File: config.mk
export PLATFORM = sky130hd
export DESIGN_NAME = rpsc_hv_sequencer
export DESIGN_NICKNAME = d
export VERILOG_FILES = /design/src/rtl/rpsc_pkg.sv /design/src/rtl/rpsc_timer.sv /design/src/rtl/rpsc_hv_sequencer.sv
export SDC_FILE = /design/constraint.sdc
export NUM_CORES = 1
export LEC_CHECK = 0
export ABC_CLOCK_PERIOD_IN_PS = 3000
export BUFFER_PORTS_ARGS = -buffer_cell sky130_fd_sc_hd__buf_4
export CAP_MARGIN = 10
export CORE_ASPECT_RATIO = 1.5
export CORE_MARGIN = 2
export CORE_UTILIZATION = 52
export DETAILED_ROUTE_END_ITERATION = 12
export GPL_ROUTABILITY_DRIVEN = 0
export PLACE_DENSITY = 0.75
export SYNTH_ARGS = -nofsm -noshare
export SYNTH_HDL_FRONTEND = slang
export SYNTH_SLANG_ARGS = --single-unit
File: constraint.sdc
create_clock -name clk -period 3 [get_ports clk]
set_clock_uncertainty 0.1 [all_clocks]
set_input_delay 0.45 -clock clk [delete_from_list [all_inputs] [get_ports clk]]
set_output_delay 0.45 -clock clk [all_outputs]
set_load 0.005 [all_outputs]
File: src/rtl/rpsc_pkg.sv
// Shared types and default timing constants for the HV turn-on/turn-off sequencer.
package rpsc_pkg;

  // Defaults in interlock-clock cycles (64 cycles per second).
  localparam int unsigned G1_TIMEOUT_DEF = 192;
  localparam int unsigned AN_TIMEOUT_DEF = 384;
  localparam int unsigned OFF_DELAY_DEF  = 64;

  typedef enum logic [2:0] {
    ST_IDLE     = 3'd0,
    ST_G1_RAMP  = 3'd1,
    ST_AN_RAMP  = 3'd2,
    ST_RUN      = 3'd3,
    ST_SHUTDOWN = 3'd4,
    ST_FAULT    = 3'd5
  } seq_state_t;

  typedef enum logic [1:0] {
    FC_NONE       = 2'b00,
    FC_G1_TIMEOUT = 2'b01,
    FC_AN_TIMEOUT = 2'b10,
    FC_INTERLOCK  = 2'b11
  } fault_code_t;

  // Largest of three limits; sizes the shared stage timer.
  function automatic int unsigned max3(input int unsigned a, input int unsigned b,
                                       input int unsigned c);
    int unsigned m;
    m = (a > b) ? a : b;
    return (m > c) ? m : c;
  endfunction

endpackage

File: src/rtl/rpsc_timer.sv
// Saturating stage timer: cleared on state entry, flags the edge at which the
// stage has lasted limit_i cycles.
module rpsc_timer #(
  parameter int unsigned W = 9
) (
  input  logic         clk,
  input  logic         rst_n,
  input  logic         clr_i,
  input  logic         en_i,
  input  logic [W-1:0] limit_i,
  output logic         expire_c_o
);

  localparam int unsigned WE = W + 1;

  logic [W-1:0]  count_q, count_d;
  logic [WE-1:0] count_next_ext;

  // Next count: clear wins, otherwise count up and hold at all-ones.
  always_comb begin
    count_d = count_q;
    if (clr_i) begin
      count_d = '0;
    end else if (en_i && (count_q != {W{1'b1}})) begin
      count_d = count_q + W'(1);
    end
  end

  // Count register.
  always_ff @(posedge clk or negedge rst_n) begin
    if (!rst_n) begin
      count_q <= '0;
    end else begin
      count_q <= count_d;
    end
  end

  // count_q holds k-1 at the k-th edge after entry, so expiry fires at edge limit_i.
  assign count_next_ext = {1'b0, count_q} + WE'(1);
  assign expire_c_o     = (count_next_ext >= {1'b0, limit_i});

endmodule

File: src/rtl/rpsc_hv_sequencer.sv
// Grid/anode supply sequencer with per-stage timeouts and a latched fault code.
module rpsc_hv_sequencer
  import rpsc_pkg::*;
#(
  parameter int unsigned G1_TIMEOUT = G1_TIMEOUT_DEF,
  parameter int unsigned AN_TIMEOUT = AN_TIMEOUT_DEF,
  parameter int unsigned OFF_DELAY  = OFF_DELAY_DEF
) (
  input  logic       clk,
  input  logic       reset,
  input  logic       start_req,
  input  logic       stop_req,
  input  logic       fault_clr,
  input  logic       not_alarm,
  input  logic       not_g1_ok,
  input  logic       not_th_an_ready,
  input  logic       not_an_ok,
  output logic       g1_ps_act,
  output logic       an_ps_act,
  output logic       run_ok,
  output logic       fault,
  output logic [1:0] fault_code,
  output logic [2:0] seq_state
);

  localparam int unsigned TW = $clog2(max3(G1_TIMEOUT, AN_TIMEOUT, OFF_DELAY) + 1);

  seq_state_t  state_q, state_d;
  fault_code_t code_q, code_d;
  logic        g1_act_q, an_act_q, run_ok_q, fault_q;
  logic        tmr_clr_c, tmr_expire_c, drop_c;
  logic [TW-1:0] tmr_limit_c;

  // Stage limit for the state currently being timed.
  always_comb begin
    tmr_limit_c = '1;
    case (state_q)
      ST_G1_RAMP:  tmr_limit_c = TW'(G1_TIMEOUT);
      ST_AN_RAMP:  tmr_limit_c = TW'(AN_TIMEOUT);
      ST_SHUTDOWN: tmr_limit_c = TW'(OFF_DELAY);
      default:     tmr_limit_c = '1;
    endcase
  end

  assign tmr_clr_c = (state_d != state_q);

  rpsc_timer #(
    .W (TW)
  ) u_timer (
    .clk        (clk),
    .rst_n      (reset),
    .clr_i      (tmr_clr_c),
    .en_i       (1'b1),
    .limit_i    (tmr_limit_c),
    .expire_c_o (tmr_expire_c)
  );

  // Interlock drop: which card 2 signals must stay healthy depends on how far the ramp got.
  always_comb begin
    drop_c = 1'b0;
    case (state_q)
      ST_G1_RAMP: drop_c = !not_alarm;
      ST_AN_RAMP: drop_c = !not_alarm || not_g1_ok || not_th_an_ready;
      ST_RUN:     drop_c = !not_alarm || not_g1_ok || not_th_an_ready || not_an_ok;
      default:    drop_c = 1'b0;
    endcase
  end

  // Next state and fault code; priority is drop, success, timeout, stop, start.
  always_comb begin
    state_d = state_q;
    code_d  = code_q;
    case (state_q)
      ST_IDLE: begin
        if (start_req && not_alarm && !fault_q) state_d = ST_G1_RAMP;
      end
      ST_G1_RAMP: begin
        if (drop_c) begin
          state_d = ST_FAULT;
          code_d  = FC_INTERLOCK;
        end else if (!not_g1_ok) begin
          if (not_th_an_ready) begin
            state_d = ST_FAULT;
            code_d  = FC_INTERLOCK;
          end else begin
            state_d = ST_AN_RAMP;
          end
        end else if (tmr_expire_c) begin
          state_d = ST_FAULT;
          code_d  = FC_G1_TIMEOUT;
        end else if (stop_req) begin
          state_d = ST_SHUTDOWN;
        end
      end
      ST_AN_RAMP: begin
        if (drop_c) begin
          state_d = ST_FAULT;
          code_d  = FC_INTERLOCK;
        end else if (!not_an_ok) begin
          state_d = ST_RUN;
        end else if (tmr_expire_c) begin
          state_d = ST_FAULT;
          code_d  = FC_AN_TIMEOUT;
        end else if (stop_req) begin
          state_d = ST_SHUTDOWN;
        end
      end
      ST_RUN: begin
        if (drop_c) begin
          state_d = ST_FAULT;
          code_d  = FC_INTERLOCK;
        end else if (stop_req) begin
          state_d = ST_SHUTDOWN;
        end
      end
      ST_SHUTDOWN: begin
        if (tmr_expire_c) state_d = ST_IDLE;
      end
      ST_FAULT: begin
        if (fault_clr && not_alarm) begin
          state_d = ST_IDLE;
          code_d  = FC_NONE;
        end
      end
      default: begin
        state_d = ST_IDLE;
        code_d  = FC_NONE;
      end
    endcase
  end

  // State and registered outputs decoded from the state being entered.
  always_ff @(posedge clk or negedge reset) begin
    if (!reset) begin
      state_q  <= ST_IDLE;
      code_q   <= FC_NONE;
      g1_act_q <= 1'b0;
      an_act_q <= 1'b0;
      run_ok_q <= 1'b0;
      fault_q  <= 1'b0;
    end else begin
      state_q  <= state_d;
      code_q   <= code_d;
      g1_act_q <= (state_d == ST_G1_RAMP) || (state_d == ST_AN_RAMP) ||
                  (state_d == ST_RUN)     || (state_d == ST_SHUTDOWN);
      an_act_q <= (state_d == ST_AN_RAMP) || (state_d == ST_RUN);
      run_ok_q <= (state_d == ST_RUN);
      fault_q  <= (state_d == ST_FAULT);
    end
  end

  assign g1_ps_act  = g1_act_q;
  assign an_ps_act  = an_act_q;
  assign run_ok     = run_ok_q;
  assign fault      = fault_q;
  assign fault_code = code_q;
  assign seq_state  = state_q;

endmodule

==> results of run 1 <==
==> synthesized netlist by cell type (all sizes together) <==
cell type,instances
dfrtp,18
and2,1
a21boi,2
a211o,1
a41oi,1
a21oi,12
or2b,1
nand2b,5
o221a,1
o22ai,1
a22o,1
nand3,7
o21ai,5
mux2i,2
nand4,2
nor3,7
a311oi,1
ha,11
or3b,2
nor3b,1
xor2,5
clkbuf,2
inv,11
nand2,12
and3,2
a21o,3
maj3,1
buf,4
nor4b,3
a31oi,2
nor2,24
a31o,1
o211ai,4
o311ai,2
xnor2,10
a2111oi,1
nor2b,4
mux2,2
o31a,1
o21a,4
==> report_power, final <==
part	total (mW)	switching, mW	internal [mW]
registers	0.359	0.0590	0.300
logic	0.906	0.445	0.461
clock network	0.208	0.0908	0.117
total	1.47	0.595	0.879
==> routing by layer <==
metal  vias up  share of wire  wire, microns
met5         -              0              0
met3        24          0.049            210
met1       718           0.35           1500
li1        717              -              -
met2        64           0.55           2360
met4         0          0.047            201
==> worst register-to-register path, cell delays in order (launching register included) <==
cell and delay (ns):
dfrtp_2 0.43, or3b_4 0.40, a21boi_4 0.16, inv_2 0.11, ha_4 0.21, a211o_1 0.30, a21oi_2 0.13, o21a_1 0.15
o21a_1 0.15, a21oi_2 0.07, o311ai_4 0.42, clkbuf_16 0.22, nor2_1 0.05
==> area by class of cell <==
type	instances	area share
multi-input combinational	145	0.550
sequential	18	0.222
timing repair buffer	37	0.157
clock buffer	4	0.0271
tap	39	0.0240
inverter	11	0.0203
==> cells by family after synthesis <==
logic type / share of synthesized area
adder cells (fa/ha/maj): 0.0971
buffers and inverters: 0.0453
flip-flops: 0.296
AND/OR/NAND/NOR: 0.240
XOR/XNOR: 0.0864
multiplexers: 0.0280
AO/OA/AOI/OAI: 0.207
==> flip-flops by register name (all words and copies together) (netlist names) <==
register and flops:
fault 1, run_ok 1, fault_code 2, g1_ps_act 1, an_ps_act 1, seq_state 3, u_timer.count_q 9
==> worst paths after layout <==
path,start,end,slack (ns)
worst max-delay path,seq_state[1],u_timer.count_q[2],-0.0002
worst min-delay path,not_an_ok,run_ok,0.34
worst max register to register,seq_state[1],u_timer.count_q[2],-0.0002
worst min register to register,fault_code[0],fault_code[0],0.41
max in group asynchronous,reset,seq_state[1],2.09
min in group asynchronous,reset,u_timer.count_q[2],0.49
==> placed cells by master, fill, tap and decap left out, types with 5 or more instances in the layout <==
| cell | netlist | routed |
|---|---|---|
| xor2_1 | 5 | 5 |
| ha_1 | 11 | 7 |
| nand2b_1 | 5 | 5 |
| nor3_1 | 7 | 6 |
| a21oi_1 | 12 | 8 |
| buf_4 | 0 | 32 |
| inv_1 | 11 | 10 |
| nor2_1 | 24 | 19 |
| nand2_1 | 12 | 12 |
| o21ai_0 | 5 | 5 |
| nand3_1 | 7 | 5 |
| xnor2_1 | 10 | 9 |
| dfrtp_1 | 18 | 17 |
==> repair_timing <==
| item | CTS | global route |
|---|---|---|
| resized for setup | 0 | 27 |
| hold buffers | 1 | 0 |
| setup endpoints to repair | 9 | 14 |
| hold endpoints to repair | 18 | 0 |
| gates cloned | 0 | 1 |
| pin swaps | 1 | 16 |
| buffers inserted | 0 | 8 |
==> results.cfg, run 1 <==
[clock_tree]
cts_sinks = 18
root_buffer = clkbuf_8
worstSkewPairLatency_ns = 0.27
cts_tree = yes
htreeDepth = 1
clk_pin_slew_worst_paths_ns = 0.08
clockBufferDepth = 2
numCtsBuffers = 3

[place]
pre_cts_slack_ns = -0.0385
port_buffers = 17
place_inst = 241
place_area_sq_mm = 0.00175
hpwl_mm = 3.01

[synthesis]
syn_area_sq_mm = 0.00152
synth_top_area_share = 0.296
synthesis.nets = 200
yosys.cell_types.count = 43
synthesis.instances = 180
synth.avg_cell_area_sq_um = 8.45
yosysWarnings = 0
yosysTopAreaCell = dfrtp_1
synth_area_leaders = dfrtp_1 (30%), ha_1 (9.1%), nor2_1 (5.9%), xnor2_1 (5.8%), a21oi_1 (4.0%)
ys_ff_latch = 18
synth-seq-area-share = 0.296

[grt]
use_met2 = 0.408
grt_pass1_wl_mm = 6.00
top_usage_layer = met2
grt_use_met3 = 0.0439
grt-ovfl-total = 0
grt_usage = 0.246
grt_pass1_vias = 1373
antenna_found_initial = 0
grt_max_degree = 19
use_met1 = 0.272

[final_layout]
drive_above_1_share = 0.326
n_fill_cell = 226
post-route-util = 0.712
area.sequential_sq_um = 452
finalNonFillerCells = 254
multi_input_area_sq_mm = 0.00112
final_nets = 236
synthToLayoutAreaGrowth_pct = 33.6
stdcell_area_sq_mm = 0.00203
n_antenna_cell = 0

[timing]
drv_slew = 0
rsz0062_at_grt = true
setup_ws_ns = -0.000187
max_clock_freq_ghz = 0.333
period_share = 1.00
hold_slack_ns = 0.345
worst_pin_slew_ns = 0.488
max_slew_margin = 0.674
finalSetupViolations = 1
hold_viol_final = 0
tns_ns = -0.000187
fin_crit_ns = 3.00

[setup_path]
cp.depth = 12
critPathTopFamily = compound AO/OA/AOI/OAI gates
worstSetupStartpointType = flip-flop
crit_arrival_ns = 3.06
rr_worst_depth = 12
worstSetupPathType = flip-flop to flip-flop
crit_buf_inv = 2
cpPeakStageDelay_ns = 0.43
path_cells = or3b_4 -> a21boi_4 -> inv_2 -> ha_4 -> a211o_1 -> a21oi_2 -> o21a_1 -> o21a_1 -> a21oi_2 -> o311ai_4 -> clkbuf_16 -> nor2_1
crit_slowest_cell = dfrtp_2
required_ns = 3.06
cp_max_fo = 4
end_kind = flip-flop

[detailed_routing]
vias_per_cell = 6.00
drt_iter0_markers = 69
post_drt_wl_per_cell_microns = 16.8
drc = 0
drt_wl_total_mm = 4.28
route.vias.total = 1523
detail-route-antenna-nets = 0
dr.pass1.iters = 4

[job]
cap_violations = 0

[worst_hold_path]
whs_path_depth = 2
hold_class = primary input to flip-flop

[pwr]
finalPower_mw = 1.47
power.density_mw_per_mm2 = 726
leakage_nw = 0.970
vdd_drop_max_uv = 452

[run_status]
outcome = complete, but fails checks
failed_checks = negative setup slack

[die]
die_h_microns = 70.2
core_region_area_sq_mm = 0.00285
die-width_microns = 48.1
io_pins = 18
num_rows = 24
start_util = 0.533
die_area_sq_mm = 0.00338
Power figures use the tool's default switching activity.
==> run 2, diff against run 1 <==
--- a/config.mk
+++ b/config.mk
@@ -5,6 +5,7 @@
 export SDC_FILE = /design/constraint.sdc
 export NUM_CORES = 1
 export LEC_CHECK = 0
+export ABC_AREA = 1
 export ABC_CLOCK_PERIOD_IN_PS = 3000
 export BUFFER_PORTS_ARGS = -buffer_cell sky130_fd_sc_hd__buf_4
 export CAP_MARGIN = 10
==> results.cfg, run 2 <==
[timing]
period_share = 0.945
max_slew_margin = 0.639
fin_crit_ns = 2.84
worst_pin_slew_ns = 0.537
hold_viol_final = 0
hold_slack_ns = 0.396
finalSetupViolations = 0
max_clock_freq_ghz = 0.353
drv_slew = 0

[final_layout]
stdcell_area_sq_mm = 0.00199
finalNonFillerCells = 282
post-route-util = 0.690
n_antenna_cell = 0
final_nets = 264
final_common_cell = nand2_1
regMostFlops = u_timer.count_q
n_fill_cell = 245
synthToLayoutAreaGrowth_pct = 27.0
drive_above_1_share = 0.354
mostFrequentLayoutCells = nand2_1 (50), buf_4 (33), inv_1 (28)
largest_reg_flops = 9
multi_input_area_sq_mm = 0.00104
area.sequential_sq_um = 452

[place]
port_buffers = 17
place_inst = 272
hpwl_mm = 2.94
place_area_sq_mm = 0.00183

[clock_tree]
root_buffer = clkbuf_8
htreeDepth = 1
numCtsBuffers = 3
clockBufferDepth = 2
worstSkewPairLatency_ns = 0.25
clk_pin_slew_worst_paths_ns = 0.07
cts_sinks = 18
cts_tree = yes

[grt]
antenna_found_initial = 0
grt_max_degree = 19
grt_pass1_vias = 1377
grt-ovfl-total = 0
grt_pass1_wl_mm = 5.89
grt_usage = 0.219

[synthesis]
synth_area_leaders = dfrtp_1 (29%), nand2_1 (13%), ha_1 (8.8%), inv_1 (6.7%), nor3_2 (5.8%)
synth_top_area_share = 0.288
synth_compound_area_frac = 0.0671
postSynth.asyncResetShare = 1.00
synth.avg_cell_area_sq_um = 7.60
synthXorXnorAreaFrac = 0.0335
synth_common_cells = nand2_1 (55), inv_1 (28), dfrtp_1 (18)
synthesis.nets = 226
synthAdderAreaFrac = 0.0879
synth.most_common_cell = nand2_1
synth_edf_count = 0
syn_area_sq_mm = 0.00157
synth_top_family_by_area = simple AND/OR/NAND/NOR gates
ys_ff_latch = 18
yosysTopAreaCell = dfrtp_1
yosys.cell_types.count = 30
synth.area.mux_share = 0.0192
synth-simple-area-share = 0.415
synth_flop_cell = dfrtp_1
synth-seq-area-share = 0.288
yosysWarnings = 0
synthesis.instances = 206

[die]
die-width_microns = 48.8
io_pins = 18
die_h_microns = 71.2
die_area_sq_mm = 0.00348
num_rows = 24
core_region_area_sq_mm = 0.00288
start_util = 0.543

[pwr]
finalPower_mw = 1.46
leakage_nw = 1.06
power.density_mw_per_mm2 = 736
vdd_drop_max_uv = 631

[detailed_routing]
drt_iter0_markers = 45
detail-route-antenna-nets = 0
dr.pass1.iters = 4
drc = 0
post_drt_wl_per_cell_microns = 13.0
vias_per_cell = 5.03
route.vias.total = 1418
drt_wl_total_mm = 3.66

[setup_path]
required_ns = 3.07
cp_max_fo = 9
worstSetupPathType = flip-flop to flip-flop
regToRegSetupSlack_ns = 0.16
end_kind = flip-flop
worstSetupStartpointType = flip-flop
crit_arrival_ns = 2.91

[run_status]
outcome = completed

[worst_hold_path]
hold_class = flip-flop to flip-flop

[job]
cap_violations = 0
==> run 2: cell families (layout without fill, tap and decap cells) <==
group	Yosys count	after routing
and+or+nand+nor	114	115
buffers and inverters	37	73
DFF	18	18
AOI/OAI and AO/OA	17	17
adders and majority gates	11	11
xor gates and xnor gates	6	6
muxes	3	3
==> run 2: what timing repair did <==
action	in CTS	in global routing
hold endpoints to repair	18	0
resized for setup	3	11
buffers inserted	1	3
pin swaps	0	12
gates cloned	0	1
hold buffers	1	0
setup endpoints to repair	10	12
==> run 2: routing by layer <==
metal	vias up	GRT usage	share of wire
met5	-	0	0
met4	0	0.0476	0.013
met3	6	0.0313	0.025
met2	34	0.460	0.58
met1	641	0.221	0.38
li1	737	-	-
==> run 2: where the power goes <==
part,internal (mW),switching [mW],total (mW)
registers,0.295,0.0375,0.333
clock network,0.117,0.0783,0.195
logic,0.388,0.549,0.937
total,0.800,0.664,1.46
==> run 2: layout make-up <==
class / count / share of cell area
clock buffer: 4 / 0.0277
inverter: 35 / 0.0673
multi-input combinational: 152 / 0.524
sequential: 18 / 0.227
tap: 39 / 0.0245
timing repair buffer: 34 / 0.130
==> run 2: worst max-delay path, stage by stage (launching register included) <==
cell and delay [ns]:
dfrtp_1 0.40, inv_2 0.12, nor2_2 0.05, nand2_1 0.08
inv_1 0.06, nor3_2 0.17, inv_1 0.13, ha_1 0.32
nand2_1 0.09, inv_1 0.04, a21oi_1 0.16, nand2_1 0.09
nand2_2 0.10, nand3_1 0.10, nand2_1 0.07, nand2_1 0.05
nand2_1 0.12, nand3_4 0.12, nand2_2 0.09, nand2_4 0.10
nor3_2 0.19
==> run 2: through the flow <==
stage                     setup TNS [ns]  setup WS (ns)
after detailed placement          -0.857         -0.116
after floorplan                        0          0.195
after global routing             -0.0209        -0.0127
after CTS                              0         0.0315
final                                  0          0.165
after global placement            -0.207        -0.0320
==> run 2: worst paths after layout <==
kind,from,end,cells past startpoint
max reg2reg,seq_state[1],u_timer.count_q[5],20
min in group asynchronous,reset,u_timer.count_q[7],2
max,seq_state[1],u_timer.count_q[5],20
min reg2reg,fault_code[1],fault_code[1],2
max in group asynchronous,reset,u_timer.count_q[0],2
min,fault_code[1],fault_code[1],2
